[config.mk]
export PLATFORM = sky130hd
export DESIGN_NAME = stopwatch_counter
export DESIGN_NICKNAME = d
export VERILOG_FILES = /design/src/rtl/stopwatch_counter_pkg.sv /design/src/rtl/stopwatch_counter_digit.sv /design/src/rtl/stopwatch_counter.sv
export SDC_FILE = /design/constraint.sdc
export NUM_CORES = 1
export LEC_CHECK = 0
export BUFFER_PORTS_ARGS = -buffer_cell sky130_fd_sc_hd__buf_2
export CORE_ASPECT_RATIO = 0.8
export CORE_MARGIN = 2
export CORE_UTILIZATION = 50
export DETAILED_ROUTE_END_ITERATION = 8
export GPL_ROUTABILITY_DRIVEN = 0
export PLACE_DENSITY = 0.7
export SLEW_MARGIN = 15
export SYNTH_ARGS = -nofsm -noshare
export SYNTH_HDL_FRONTEND = slang
export SYNTH_SLANG_ARGS = --single-unit
[constraint.sdc]
create_clock -name clk_100 -period 2.4 [get_ports clk_100]
set_clock_uncertainty 0.2 [all_clocks]
set_input_delay 0.24 -clock clk_100 [delete_from_list [all_inputs] [get_ports clk_100]]
set_output_delay 0.24 -clock clk_100 [all_outputs]
set_load 0.02 [all_outputs]
[src/rtl/stopwatch_counter_pkg.sv]
// Shared constants and types for the stopwatch counter.
//   CLR_CODE     : panel command code that clears the count
//   DIGIT_W      : width of one BCD digit
//   CS_MAX       : upper limit of the 0..9 digits
//   SEC_TENS_MAX : upper limit of the seconds tens digit (0..5)
package stopwatch_counter_pkg;

  localparam int unsigned DIGIT_W = 4;

  typedef logic [DIGIT_W-1:0] bcd_digit_t;

  localparam logic [2:0] CLR_CODE     = 3'd2;
  localparam bcd_digit_t CS_MAX       = 4'd9;
  localparam bcd_digit_t SEC_TENS_MAX = 4'd5;

endpackage

[src/rtl/stopwatch_counter_digit.sv]
// One BCD digit that counts 0..MAX and wraps to 0.
// Ports:
//   clk_100 : clock, rising edge
//   rst_n   : asynchronous active-low reset
//   clr     : synchronous clear, wins over inc
//   inc     : advance the digit by one this cycle
//   digit   : current digit value
//   carry   : combinational, high when this increment wraps the digit
module bcd_digit_counter
  import stopwatch_counter_pkg::*;
#(
  parameter bcd_digit_t MAX = CS_MAX
) (
  input  logic       clk_100,
  input  logic       rst_n,
  input  logic       clr,
  input  logic       inc,
  output logic [3:0] digit,
  output logic       carry
);

  bcd_digit_t r_digit;

  // Combinational so that a single tick ripples through the whole chain
  // within one cycle (59.99 -> 00.00 in one edge).
  assign carry = inc && (r_digit == MAX);
  assign digit = r_digit;

  always_ff @(posedge clk_100 or negedge rst_n) begin
    if (!rst_n) begin
      r_digit <= '0;
    end else if (clr) begin
      r_digit <= '0;
    end else if (inc) begin
      r_digit <= (r_digit == MAX) ? '0 : r_digit + 4'd1;
    end
  end

endmodule

[src/rtl/stopwatch_counter.sv]
// Stopwatch counter: a prescaled SS.CC BCD live count with a lap-hold
// display register stage.
// Ports:
//   clk_100       : clock, rising edge
//   rst_n         : asynchronous active-low reset
//   reset         : panel command; CLR_CODE clears everything, others ignored
//   start_enable  : 1 = count, 0 = freeze live count and prescaler
//   resume_enable : 1 = display tracks live count, 0 = display held (lap)
//   sec_tens/sec_ones/cs_tens/cs_ones : displayed BCD digits
//   running       : registered start_enable
//   wrap          : one-cycle pulse when the live count rolls 59.99 -> 00.00
module stopwatch_counter
  import stopwatch_counter_pkg::*;
#(
  parameter int unsigned TICKS_PER_CS = 1
) (
  input  logic       clk_100,
  input  logic       rst_n,
  input  logic [2:0] reset,
  input  logic       start_enable,
  input  logic       resume_enable,
  output logic [3:0] sec_tens,
  output logic [3:0] sec_ones,
  output logic [3:0] cs_tens,
  output logic [3:0] cs_ones,
  output logic       running,
  output logic       wrap
);

  localparam logic [7:0] PRESC_TC = 8'(TICKS_PER_CS - 1);

  logic       w_clr;
  logic       w_tick;
  logic [7:0] r_presc;

  logic [3:0] w_live_cs_ones;
  logic [3:0] w_live_cs_tens;
  logic [3:0] w_live_sec_ones;
  logic [3:0] w_live_sec_tens;
  logic       w_carry_cs_ones;
  logic       w_carry_cs_tens;
  logic       w_carry_sec_ones;
  logic       w_carry_sec_tens;

  logic [3:0] r_disp_cs_ones;
  logic [3:0] r_disp_cs_tens;
  logic [3:0] r_disp_sec_ones;
  logic [3:0] r_disp_sec_tens;
  logic       r_running;
  logic       r_wrap;

  assign w_clr  = (reset == CLR_CODE);
  assign w_tick = start_enable && (r_presc == PRESC_TC);

  // Prescaler only moves while counting, so a stop/start keeps the
  // partial centisecond.
  always_ff @(posedge clk_100 or negedge rst_n) begin
    if (!rst_n) begin
      r_presc <= '0;
    end else if (w_clr) begin
      r_presc <= '0;
    end else if (start_enable) begin
      r_presc <= w_tick ? 8'd0 : r_presc + 8'd1;
    end
  end

  bcd_digit_counter #(.MAX(CS_MAX)) u_cs_ones (
    .clk_100 (clk_100),
    .rst_n   (rst_n),
    .clr     (w_clr),
    .inc     (w_tick),
    .digit   (w_live_cs_ones),
    .carry   (w_carry_cs_ones)
  );

  bcd_digit_counter #(.MAX(CS_MAX)) u_cs_tens (
    .clk_100 (clk_100),
    .rst_n   (rst_n),
    .clr     (w_clr),
    .inc     (w_carry_cs_ones),
    .digit   (w_live_cs_tens),
    .carry   (w_carry_cs_tens)
  );

  bcd_digit_counter #(.MAX(CS_MAX)) u_sec_ones (
    .clk_100 (clk_100),
    .rst_n   (rst_n),
    .clr     (w_clr),
    .inc     (w_carry_cs_tens),
    .digit   (w_live_sec_ones),
    .carry   (w_carry_sec_ones)
  );

  bcd_digit_counter #(.MAX(SEC_TENS_MAX)) u_sec_tens (
    .clk_100 (clk_100),
    .rst_n   (rst_n),
    .clr     (w_clr),
    .inc     (w_carry_sec_ones),
    .digit   (w_live_sec_tens),
    .carry   (w_carry_sec_tens)
  );

  // Display stage samples the registered live count, so it trails the
  // live count by one cycle and freezes while resume_enable is low.
  always_ff @(posedge clk_100 or negedge rst_n) begin
    if (!rst_n) begin
      r_disp_cs_ones  <= '0;
      r_disp_cs_tens  <= '0;
      r_disp_sec_ones <= '0;
      r_disp_sec_tens <= '0;
    end else if (w_clr) begin
      r_disp_cs_ones  <= '0;
      r_disp_cs_tens  <= '0;
      r_disp_sec_ones <= '0;
      r_disp_sec_tens <= '0;
    end else if (resume_enable) begin
      r_disp_cs_ones  <= w_live_cs_ones;
      r_disp_cs_tens  <= w_live_cs_tens;
      r_disp_sec_ones <= w_live_sec_ones;
      r_disp_sec_tens <= w_live_sec_tens;
    end
  end

  // The last carry of the chain is exactly the 59.99 -> 00.00 event.
  always_ff @(posedge clk_100 or negedge rst_n) begin
    if (!rst_n) begin
      r_running <= 1'b0;
      r_wrap    <= 1'b0;
    end else begin
      r_running <= start_enable;
      r_wrap    <= w_carry_sec_tens && !w_clr;
    end
  end

  assign sec_tens = r_disp_sec_tens;
  assign sec_ones = r_disp_sec_ones;
  assign cs_tens  = r_disp_cs_tens;
  assign cs_ones  = r_disp_cs_ones;
  assign running  = r_running;
  assign wrap     = r_wrap;

endmodule

==> reports/qor.log, run 1 <==
qor: run_status.run_status complete, no violations
qor: setup_path.critPathKind primary input to flip-flop
qor: detailed_routing.drt-vias-per-instance 5.38
qor: timing.fin_ws 0.254 ns
qor: detailed_routing.detail_route.iter0.violations 75
qor: place.placement.setup.worst_slack 0.279 ns
qor: finish.final_layout_size_suffix_gt1_share 18.8%
qor: clock_tree.cts_buffer_count 5
qor: timing.post-route-min-period 2.15 ns
qor: min_path.hp-class primary input to flip-flop
qor: synthesis.ys_seq_area_share 50.0%
qor: finish.total_nets_final 255
qor: finish.fillers 377
qor: detailed_routing.totalWireLength 4140 um
qor: finish.seq_area 1050 um2
qor: synthesis.synth_flop_cell dfrtp_1
qor: clock_tree.clk_pin_slew_worst_paths 0.08 ns
qor: timing.grt_setup_unrepaired no
qor: finish.final_cell_mix 42 x dfrtp_1, 28 x nor2_1, 24 x buf_2
qor: floorplan.fp.coreArea 4100 um2
qor: power_and_ir_drop.cellPowerDensity 703 nW/um2
qor: place.port-buffer-count 24
qor: timing.top_achievable_clock_speed 466 MHz
qor: synthesis.yosys_register_bits 42
qor: timing.layout_worst_path_cycle_share 89.4%
qor: global_routing.grt_remaining_overflow 0
qor: setup_path.crit_path_max_fanout 11
qor: min_path.hp-start reset[2]
qor: synthesis.syn-instance-count 205
qor: global_routing.grt_start_max_net_pins 20
qor: clock_tree.post_cts_resized 0
qor: setup_path.cp_data_required_time 2.41 ns
qor: synthesis.area_fraction_of_the_dominant_cell_type_after_synthesis 50.0%
qor: finish.multi_input_comb_area 1000 um2
qor: detailed_routing.first_pass_iters 4
qor: place.detailedPlacementHpwl 2920 um
qor: setup_path.crit_path_end_kind flip-flop
qor: synthesis.synthesis.area_per_instance 10.3 um2
qor: detailed_routing.antenna_left 0
qor: synthesis.synth_edf_count 0
qor: timing.setup_viol_count_final 0
qor: timing.max-slew-margin-rel 59.2%
qor: global_routing.grt_pass1_wl 7310 um
qor: power_and_ir_drop.total_leakage_power 1.22 nW
qor: setup_path.r2r_startpoint r_presc[0]
qor: floorplan.die_height 62.0 um
qor: floorplan.chipWidth 76.5 um
qor: power_and_ir_drop.ir_drop 430 uV
qor: clock_tree.tritoncts done
qor: setup_path.crit_start start_enable
qor: timing.worst_slew_pin_slew 0.610 ns
qor: finish.area_growth 16.1%
qor: synthesis.post_synth_main_area_contributors dfrtp_1 50%, mux2i_1 8.1%, ha_1 6.0%
qor: clock_tree.cts-htree-levels 2
qor: synthesis.synth_cell_types 36
qor: detailed_routing.post-route-drc-count 0
qor: synthesis.synth-warning-count 0
qor: clock_tree.clock_insertion_delay_worst_skew 0.29 ns
qor: finish.layout_commonest_cell dfrtp_1
qor: global_routing.antenna_found_initial 0
qor: detailed_routing.via_count 1591
qor: finish.num_antenna_cells 0
qor: floorplan.rows 21
qor: timing.timing_max_transition_violations_final 0
qor: global_routing.grt_usage 20.0%
qor: synthesis.netlist_area 2100 um2
qor: synthesis.syn-num-nets 222
qor: floorplan.initial_utilization 51.3%
qor: floorplan.top_level_ports 25
qor: run.timing.max_cap.violations 0
qor: clock_tree.cts.root.buffer_cell clkbuf_8
qor: floorplan.design.die.area 4740 um2
qor: synthesis.synthArstFlopShare 100%
qor: setup_path.cp-start-kind primary input
qor: detailed_routing.route.detailed.wl_per_inst 14.0 um
qor: power_and_ir_drop.totalPowerFinal 1.71 mW
qor: global_routing.number_of_global_route_vias_before_repair 1529
qor: clock_tree.bufs_on_longest_clock_path 2
qor: synthesis.yosys.area.top_type dfrtp_1
qor: timing.setup_tns 0 ns
qor: timing.hold_viol_final 0
qor: clock_tree.clock_sinks 42
qor: setup_path.timing.critical_path.arrival 2.16 ns
## area by class of cell
cell class / instances / share of cell area, %
clock buffer: 7 / 3.54
clock inverter: 1 / 0.205
inverter: 7 / 1.08
multi-input combinational: 148 / 41.0
sequential: 42 / 43.1
tap: 57 / 2.92
timing repair buffer: 34 / 8.21
## registers in the layout (all words and copies together) (netlist names)
register,flops
u_cs_tens.digit,4
u_cs_ones.digit,4
sec_tens,4
cs_tens,4
u_sec_tens.digit,4
cs_ones,4
wrap,1
sec_ones,4
u_sec_ones.digit,4
running,1
r_presc,8
## cells in the mapped netlist, drive strengths merged (2+ instances only)
master	count
a21oi	16
a311oi	2
and3b	3
clkbuf	7
dfrtp	42
ha	10
inv	7
mux2i	17
nand2	13
nand3	10
nand3b	3
nand4	4
nor2	28
nor3	6
nor4	3
o21ai	5
o31ai	2
or3	6
or4	3
xnor2	2
xor2	4
## critical path, stage by stage
cell           delay, ns
dlygate4sd3_1       0.52
buf_2               0.20
and4bb_1            0.33
nand4_1             0.12
buf_4               0.19
or4_1               0.40
a21oi_1             0.16
## per-stage QoR
stage               hold slack, ns  cells  util [%]  instance area, um2
global route                0.0917    296      59.5                2440
detailed placement         -0.0848    286      56.8                2330
finish                      0.0780    296      59.5                2440
floorplan                   -0.256    205         -                2100
global placement           -0.0914    286      56.8                2330
CTS                         0.0735    296      59.5                2440
## routing by layer
metal / vias up / share of wire (%) / track usage [%]
met5: - / 0 / 0
met4: 0 / 1.1 / 7.01
met3: 5 / 4.4 / 4.19
met2: 35 / 41 / 30.2
met1: 753 / 54 / 29.1
li1: 798 / - / -
## cells by family (layout without fill, tap and decap cells)
kind of cell	Yosys count	in the layout	synth area share (%)
xor gates and xnor gates	6	6	2.50
buffers and inverters	15	49	2.68
muxes	18	18	8.63
adders and majority gates	10	10	5.95
DFF	42	42	50.0
and+or+nand+nor	88	88	23.3
AOI/OAI and AO/OA	26	26	6.96
## power breakdown
group	switching [mW]	leakage (nW)	total, mW	internal, mW
Clock	0.232	0.0482	0.464	0.232
Sequential	0.0842	0.577	0.861	0.777
Combinational	0.227	0.590	0.389	0.162
## what timing repair did
item / 4_1_cts / 5_1_grt
buffers inserted: 0 / 0
hold endpoints to repair: 43 / 0
hold buffers: 2 / 0
## worst paths after layout
kind / endpoint / slack, ns / depth (start not counted)
max in group asynchronous: u_cs_tens.digit[0] / 1.35 / 3
min: u_sec_tens.digit[3] / 0.08 / 3
max: u_sec_tens.digit[1] / 0.25 / 7
min in group asynchronous: u_cs_ones.digit[3] / 0.13 / 2
min reg2reg: sec_ones[2] / 0.32 / 2
max reg2reg: u_sec_tens.digit[1] / 0.27 / 7
(Power assumes the default switching activity.)
==> inputs of run 2 (changes only) <==
Settings changed: CORE_MARGIN 2 to not set.
==> run 2 against run 1 <==
  * Count of clock-buffer cells in the layout shrank 1
  * Global-route usage grew 1.5 points
  * Via count grew 0.69%
  * Fmax grew 0.85%
  * Routed wire length grew 0.99%
  * Sequential power is essentially flat
  * Worst hold slack lost 0.019 ns
  * Combinational power grew 2%
  * Power grew 1.5%
  * Die area shrank 5.8%
  * Final cell count shrank 0.68%
  * First-iteration DRC count shrank 13%
  * Largest cell class unchanged
==> reports/qor.log, run 2 (synthesis results as in run 1) <==
qor: run_status.run_status complete, no violations [unchanged]
qor: place.port-buffer-count 24 [unchanged]
qor: setup_path.crit_path_end_kind flip-flop [unchanged]
qor: finish.post-route-util 62.5% [was 59.5%]
qor: finish.largest_register_ff_count 8 [unchanged]
qor: clock_tree.clock_sinks 42 [unchanged]
qor: finish.final_instance_area 2440 um2 [about the same]
qor: timing.setup_tns 0 ns [unchanged]
qor: detailed_routing.route.detailed.wl_per_inst 14.2 um [was 14.0 um]
qor: finish.total_nets_final 255 [unchanged]
qor: timing.max-slew-margin-rel 61.2% [was 59.2%]
qor: clock_tree.cts_buffer_count 5 [unchanged]
qor: global_routing.number_of_global_route_vias_before_repair 1521 [was 1529]
qor: setup_path.crit_path_max_fanout 11 [unchanged]
qor: clock_tree.cts.root.buffer_cell clkbuf_8 [unchanged]
qor: finish.final_cell_mix 42 x dfrtp_1, 28 x nor2_1, 24 x buf_2 [unchanged]
qor: power_and_ir_drop.total_leakage_power 1.21 nW [was 1.22 nW]
qor: setup_path.reg2reg_setup_slack 0.27 ns [about the same]
qor: floorplan.chipWidth 74.5 um [was 76.5 um]
qor: timing.grt_setup_unrepaired no [unchanged]
qor: power_and_ir_drop.seq_power_share 49.7% [was 50.2%]
qor: global_routing.grt_remaining_overflow 0 [unchanged]
qor: setup_path.critPathKind flip-flop to flip-flop [was primary input to flip-flop]
qor: detailed_routing.post-route-drc-count 0 [unchanged]
qor: floorplan.die_height 60.0 um [was 62.0 um]
qor: timing.post-route-min-period 2.13 ns [was 2.15 ns]
qor: power_and_ir_drop.cellPowerDensity 713 nW/um2 [was 703 nW/um2]
qor: setup_path.timing.critical_path.arrival 2.15 ns [was 2.16 ns]
qor: setup_path.cp_data_required_time 2.43 ns [was 2.41 ns]
qor: floorplan.top_level_ports 25 [unchanged]
qor: setup_path.r2r_end u_sec_tens.digit[0] [was u_sec_tens.digit[1]]
qor: timing.hold_viol_final 0 [unchanged]
qor: clock_tree.cts-htree-levels 2 [unchanged]
qor: min_path.hold-path-endpoint r_presc[4] [was u_sec_tens.digit[3]]
qor: global_routing.antenna_found_initial 0 [unchanged]
qor: clock_tree.clk_pin_slew_worst_paths 0.08 ns [about the same]
qor: power_and_ir_drop.share_comb_of_total_power 22.8% [was 22.7%]
qor: setup_path.cp-start-kind flip-flop [was primary input]
qor: detailed_routing.via_count 1602 [was 1591]
qor: power_and_ir_drop.power.switching 0.562 mW [was 0.543 mW]
qor: timing.setup_viol_count_final 0 [unchanged]
qor: finish.max_flop_register r_presc [unchanged]
qor: floorplan.fp.coreArea 3900 um2 [was 4100 um2]
qor: timing.top_achievable_clock_speed 470 MHz [was 466 MHz]
qor: finish.finish.cell_count_without_fillers 294 [was 296]
qor: power_and_ir_drop.p_int 1.18 mW [was 1.17 mW]
qor: floorplan.initial_utilization 53.8% [was 51.3%]
qor: detailed_routing.detail_route.iter0.violations 65 [was 75]
qor: setup_path.timing.reg2reg.worst_path_depth 7 [unchanged]
qor: power_and_ir_drop.ir_drop 406 uV [was 430 uV]
qor: global_routing.grt_start_max_net_pins 28 [was 20]
qor: timing.worst_slew_pin_slew 0.579 ns [was 0.610 ns]
qor: detailed_routing.totalWireLength 4180 um [was 4140 um]
qor: clock_tree.post_cts_resized 0 [unchanged]
qor: run.timing.max_cap.violations 0 [unchanged]
qor: timing.timing_max_transition_violations_final 0 [unchanged]
qor: floorplan.rows 20 [was 21]
qor: detailed_routing.antenna_left 0 [unchanged]
qor: finish.final_layout_size_suffix_gt1_share 19.2% [was 18.8%]
qor: min_path.hp-class primary input to flip-flop [unchanged]
qor: power_and_ir_drop.power.clock.fraction 27.6% [was 27.1%]
qor: power_and_ir_drop.p_sw_share 32.3% [was 31.7%]
qor: finish.area_growth 16.1% [about the same]
qor: detailed_routing.drt-vias-per-instance 5.45 [was 5.38]
qor: finish.num_antenna_cells 0 [unchanged]
qor: global_routing.grt_usage 21.5% [was 20.0%]
qor: detailed_routing.first_pass_iters 4 [unchanged]
qor: min_path.hp-start reset[0] [was reset[2]]
qor: global_routing.grt_pass1_wl 7130 um [was 7310 um]
qor: floorplan.design.die.area 4470 um2 [was 4740 um2]
qor: timing.layout_worst_path_cycle_share 88.6% [was 89.4%]
qor: setup_path.r2r_startpoint r_presc[0] [unchanged]
qor: place.detailedPlacementHpwl 3010 um [was 2920 um]
qor: place.place_area 2320 um2 [was 2330 um2]
qor: min_path.timing.hold.worst_path_depth 3 [unchanged]
qor: clock_tree.clock_insertion_delay_worst_skew 0.30 ns [was 0.29 ns]
qor: clock_tree.bufs_on_longest_clock_path 2 [unchanged]
qor: clock_tree.tritoncts done [unchanged]
qor: finish.layout_commonest_cell dfrtp_1 [unchanged]
qor: place.dp.cells 283 [was 286]
==> run 2: how the worst max path moves through the flow <==
stage | startpoint | end | slack [ns]
finish | r_presc[0] | u_sec_tens.digit[0] | 0.27
global route | r_presc[0] | u_sec_tens.digit[0] | 0.16
CTS | r_presc[0] | u_sec_tens.digit[0] | 0.13
detailed placement | r_presc[0] | u_sec_tens.digit[0] | 0.14
global placement | r_presc[0] | u_sec_tens.digit[1] | 0.28
floorplan | r_presc[4] | u_sec_ones.digit[3] | 0.35
==> run 2: power groups by stage <==
stage | clock (mW) | combinational [mW] | sequential (mW)
after CTS | 0.487 | 0.398 | 0.865
final | 0.480 | 0.397 | 0.864
after floorplan | 0 | 0.246 | 0.882
after global placement | 0 | 0.388 | 0.871
after detailed placement | 0 | 0.390 | 0.880
after global routing | 0.516 | 0.444 | 0.878
==> run 2: through the flow <==
step	hold WS [ns]	worst slack [ns]	power, mW
3_5_place_dp	-0.0286	0.142	1.27
5_1_grt	0.0769	0.159	1.84
2_1_floorplan	-0.256	0.352	1.13
3_3_place_gp	-0.0359	0.276	1.26
4_1_cts	0.0560	0.127	1.75
6_report	0.0589	0.272	1.74
==> run 2: critical path, stage by stage (launching register included) <==
cell      delay (ns)
dfrtp_1         0.45
inv_1           0.09
ha_1            0.17
and4bb_1        0.30
nand4_1         0.13
buf_4           0.19
or4_1           0.40
a21oi_1         0.15
==> run 2: area by class of cell <==
type	instances	area [um2]
Clock buffer	6	82.6
Clock inverter	2	12.5
Fill cell	352	1460
Inverter	7	26.3
Multi-Input combinational cell	148	1000
Sequential cell	42	1050
Tap cell	55	68.8
Timing Repair Buffer	34	200
==> run 2: layer usage <==
metal  wire length, um  vias up  global-route usage (%)
li1                  -      796                       -
met1              2180      772                    31.0
met2              1840       28                    31.4
met3               122        6                    4.89
met4                39        0                    8.09
met5                 0        -                       0
==> run 2: repair_timing <==
action,4_1_cts,5_1_grt
buffers inserted,0,1
endpoints found under the hold margin,16,0
hold buffers,2,0
setup endpoints to repair,0,2
==> inputs of run 3 (changes only) <==
Settings changed: RECOVER_POWER set to 25, SYNTH_HIERARCHICAL set to 1.
==> run 3 against run 2 <==
  * Utilization up 0.65 points
  * Synthesized area up 0.48%
  * Critical path depth up 6
  * Global-route usage down 0.98 points
  * Count of clock-buffer cells in the layout up 1
  * Sequential share of layout area down 0.72 points
  * Fmax down 9.0%
  * Power down 12%
  * First-iteration DRC count up 57%
  * Combinational power down 37%
  * Synthesized cell count down 0.49%
  * Largest power group unchanged
  * Highest routed layer unchanged
==> reports/qor.log, run 3 <==
qor: power_and_ir_drop.p_sw_share 28.3% [was 32.3%]
qor: floorplan.die_height 60.1 um [was 60.0 um]
qor: synthesis.arithmetic_cell_share_of_the_synthesized_area_counting_full_adders_half_adders_and_majority_gates 5.92% [was 5.95%]
qor: finish.largest_register_ff_count 8 [unchanged]
qor: setup_path.cp_data_required_time 2.42 ns [was 2.43 ns]
qor: global_routing.antenna_found_initial 0 [unchanged]
qor: detailed_routing.post-route-drc-count 0 [unchanged]
qor: detailed_routing.drt-vias-per-instance 5.45 [about the same]
qor: synthesis.netlist_area 2110 um2 [was 2100 um2]
qor: floorplan.fp.coreArea 3930 um2 [was 3900 um2]
qor: setup_path.critPathKind flip-flop to flip-flop [unchanged]
qor: clock_tree.clk_pin_slew_worst_paths 0.08 ns [about the same]
qor: synthesis.synth_simple_gate_area_share 19.4% [was 23.3%]
qor: clock_tree.post_cts_resized 0 [unchanged]
qor: floorplan.initial_utilization 53.8% [about the same]
qor: finish.final_cell_mix 42 x dfrtp_1, 20 x nor2_1, 16 x mux2i_1 [was 42 x dfrtp_1, 28 x nor2_1, 24 x buf_2]
qor: setup_path.worst_path_largest_cell_delay 0.41 ns [was 0.45 ns]
qor: finish.post-route-util 63.2% [was 62.5%]
qor: setup_path.worst_path_max_delay_cell dfrtp_1 [unchanged]
qor: timing.post-route-min-period 2.34 ns [was 2.13 ns]
qor: timing.grt_setup_unrepaired yes [was no]
qor: place.port-buffer-count 24 [unchanged]
qor: finish.seq_area 1050 um2 [unchanged]
qor: finish.final_layout_size_suffix_gt1_share 21.1% [was 19.2%]
qor: clock_tree.cts_buffer_count 5 [unchanged]
qor: synthesis.area_fraction_of_the_dominant_cell_type_after_synthesis 49.8% [was 50.0%]
qor: run_status.run_status complete, no violations [unchanged]
qor: detailed_routing.via_count 1620 [was 1602]
qor: synthesis.synth-xor-area-share 1.66% [was 2.50%]
qor: power_and_ir_drop.total_leakage_power 1.19 nW [was 1.21 nW]
qor: finish.layout_commonest_cell dfrtp_1 [unchanged]
qor: detailed_routing.totalWireLength 3980 um [was 4180 um]
qor: global_routing.grt_usage 20.5% [was 21.5%]
qor: floorplan.rows 20 [unchanged]
qor: synthesis.synthesis.area_per_instance 10.4 um2 [was 10.3 um2]
qor: timing.worst_slew_pin_slew 1.14 ns [was 0.579 ns]
qor: synthesis.ys_seq_area_share 49.8% [was 50.0%]
qor: synthesis.synthArstFlopShare 100% [unchanged]
qor: power_and_ir_drop.p_int 1.10 mW [was 1.18 mW]
qor: timing.setup_viol_count_final 0 [unchanged]
qor: floorplan.design.die.area 4490 um2 [was 4470 um2]
qor: timing.max-slew-margin-rel 24.2% [was 61.2%]
qor: setup_path.timing.critical_path.arrival 2.36 ns [was 2.15 ns]
qor: min_path.hp-class primary input to flip-flop [unchanged]
qor: power_and_ir_drop.power.switching 0.435 mW [was 0.562 mW]
qor: setup_path.crit_path_max_fanout 3 [was 11]
qor: finish.multi_input_comb_area 1040 um2 [was 1000 um2]
qor: power_and_ir_drop.ir_drop 313 uV [was 406 uV]
qor: finish.total_nets_final 258 [was 255]
qor: power_and_ir_drop.seq_power_share 53.7% [was 49.7%]
qor: synthesis.synth_compound_gate_area_share 12.6% [was 6.96%]
qor: detailed_routing.antenna_left 0 [unchanged]
qor: synthesis.synth-warning-count 6 [was 0]
qor: finish.num_antenna_cells 0 [unchanged]
qor: setup_path.worstPathCellList inv_1 -> ha_1 -> nor4b_4 -> and3_4 -> inv_2 -> nor2_4 -> inv_2 -> nor2_4 -> inv_2 -> nor2_4 -> nand4_1 -> or3_1 -> a21oi_2 [was inv_1 -> ha_1 -> and4bb_1 -> nand4_1 -> buf_4 -> or4_1 -> a21oi_1]
qor: synthesis.synth_flop_cell dfrtp_1 [unchanged]
qor: power_and_ir_drop.cellPowerDensity 620 nW/um2 [was 713 nW/um2]
qor: global_routing.grt_start_max_net_pins 43 [was 28]
qor: setup_path.reg2reg_setup_slack 0.06 ns [was 0.27 ns]
qor: synthesis.synthMuxAreaShare 7.58% [was 8.63%]
qor: clock_tree.clock_insertion_delay_worst_skew 0.29 ns [was 0.30 ns]
qor: synthesis.synth_edf_count 0 [unchanged]
qor: floorplan.top_level_ports 25 [unchanged]
qor: detailed_routing.route.detailed.wl_per_inst 13.4 um [was 14.2 um]
qor: synthesis.synth.top_cells.by_count 42 x dfrtp_1, 23 x nor2_1, 16 x mux2i_1 [was 42 x dfrtp_1, 28 x nor2_1, 17 x mux2i_1]
qor: synthesis.synth_cell_types 34 [was 36]
qor: synthesis.yosys_register_bits 42 [unchanged]
qor: finish.fillers 331 [was 352]
qor: finish.max_flop_register r_presc [unchanged]
qor: power_and_ir_drop.power.clock.fraction 30.0% [was 27.6%]
qor: timing.top_achievable_clock_speed 428 MHz [was 470 MHz]
qor: timing.hold_viol_final 0 [unchanged]
qor: run.timing.max_cap.violations 0 [unchanged]
qor: clock_tree.clock_sinks 42 [unchanged]
qor: clock_tree.bufs_on_longest_clock_path 2 [unchanged]
qor: detailed_routing.first_pass_iters 4 [unchanged]
qor: clock_tree.cts-htree-levels 2 [unchanged]
qor: synthesis.synth_top_family_by_area simple AND/OR/NAND/NOR gates [unchanged]
qor: place.detailedPlacementHpwl 2830 um [was 3010 um]
qor: timing.final.hold.worst_slack 0.242 ns [was 0.0589 ns]
qor: floorplan.chipWidth 74.7 um [was 74.5 um]
qor: synthesis.syn-instance-count 204 [was 205]
qor: power_and_ir_drop.share_comb_of_total_power 16.3% [was 22.8%]
qor: synthesis.syn-num-nets 221 [was 222]
qor: synthesis.post-synth-top-count-cell dfrtp_1 [unchanged]
qor: global_routing.grt_pass1_wl 6860 um [was 7130 um]
qor: finish.area_growth 17.5% [was 16.1%]
qor: synthesis.post_synth_main_area_contributors dfrtp_1 50%, mux2i_1 7.6%, ha_1 5.9% [was dfrtp_1 50%, mux2i_1 8.1%, ha_1 6.0%]
qor: setup_path.crit_path_end_kind flip-flop [unchanged]
qor: detailed_routing.detail_route.iter0.violations 102 [was 65]
qor: global_routing.number_of_global_route_vias_before_repair 1524 [was 1521]
qor: clock_tree.cts.root.buffer_cell clkbuf_8 [unchanged]
qor: timing.timing_max_transition_violations_final 0 [unchanged]
qor: clock_tree.tritoncts done [unchanged]
qor: timing.setup_tns 0 ns [unchanged]
qor: synthesis.yosys.area.top_type dfrtp_1 [unchanged]
qor: setup_path.cp-start-kind flip-flop [unchanged]
qor: timing.layout_worst_path_cycle_share 97.4% [was 88.6%]
qor: global_routing.grt_remaining_overflow 0 [unchanged]
## run 3: changes by cell type after synthesis, sizes merged, moves of 4 or more
cell,delta
nand3b,+8
clkbuf,-7
o21ai,+7
nand3,-6
inv,+5
nand2,+5
nor3,-5
a211o,+4
nor2,-4
## run 3: cell families (layout without fill, tap and decap cells)
| logic type | after synthesis | in the layout |
|---|---|---|
| mux | 16 | 16 |
| simple gates | 74 | 74 |
| compound gates | 42 | 42 |
| buf+inv | 16 | 54 |
| fa+ha+maj | 10 | 10 |
| xor+xnor | 4 | 4 |
| flops | 42 | 42 |
## run 3: critical path, delay by kind of cell (launching register included)
| kind | cells | cell delay, ns |
|---|---|---|
| flops | 1 | 0.41 |
| fa+ha+maj | 1 | 0.13 |
| simple gates | 7 | 1.18 |
| compound gates | 1 | 0.13 |
| buf+inv | 4 | 0.24 |
## run 3: final timing paths
| check | from | endpoint | cells after the start |
|---|---|---|---|
| hold / removal | reset[0] | cs_tens[0] | 4 |
| setup / recovery | r_presc[1] | u_sec_tens/digit[3] | 13 |
| min in group asynchronous | rst_n | cs_tens[0] | 2 |
| hold reg to reg | cs_tens[1] | cs_tens[1] | 2 |
| setup reg to reg | r_presc[1] | u_sec_tens/digit[3] | 13 |
| max in group asynchronous | rst_n | u_cs_ones/digit[1] | 2 |
## run 3: power groups by stage
| stage | logic, mW | registers [mW] | clock network [mW] |
|---|---|---|---|
| 6_report | 0.251 | 0.827 | 0.461 |
| 5_1_grt | 0.288 | 0.839 | 0.506 |
| 4_1_cts | 0.256 | 0.827 | 0.476 |
| 3_5_place_dp | 0.254 | 0.840 | 0 |
| 3_3_place_gp | 0.243 | 0.836 | 0 |
| 2_1_floorplan | 0.138 | 0.862 | 0 |
## run 3: what timing repair did
item / 4_1_cts / 5_1_grt
buffers inserted: 0 / 1
hold buffers: 2 / 0
setup endpoints to repair: 0 / 3
endpoints found under the hold margin: 43 / 0
## run 3: routing by layer
metal	vias to the layer above	wire [um]	track usage [%]
met1	796	1900	26.2
met5	-	0	0
li1	782	-	-
met3	5	123	5.73
met2	37	1920	33.7
met4	0	34	6.47
## run 3: area by class of cell
type,instances,share of cell area [%]
Inverter,12,1.81
Clock inverter,1,0.202
Clock buffer,7,3.48
Sequential cell,42,42.3
Timing Repair Buffer,34,7.56
Multi-Input combinational cell,146,41.8
Tap cell,55,2.77
## run 3: through the flow
stage	total power [mW]	cells	instance area (um2)	setup WS [ns]
final	1.54	297	2480	0.0617
after global routing	1.63	297	2480	-0.135
after CTS	1.56	296	2490	0.0142
after detailed placement	1.09	286	2380	0.0421
after global placement	1.08	286	2380	0.128
after floorplan	1.00	204	2150	-0.0483
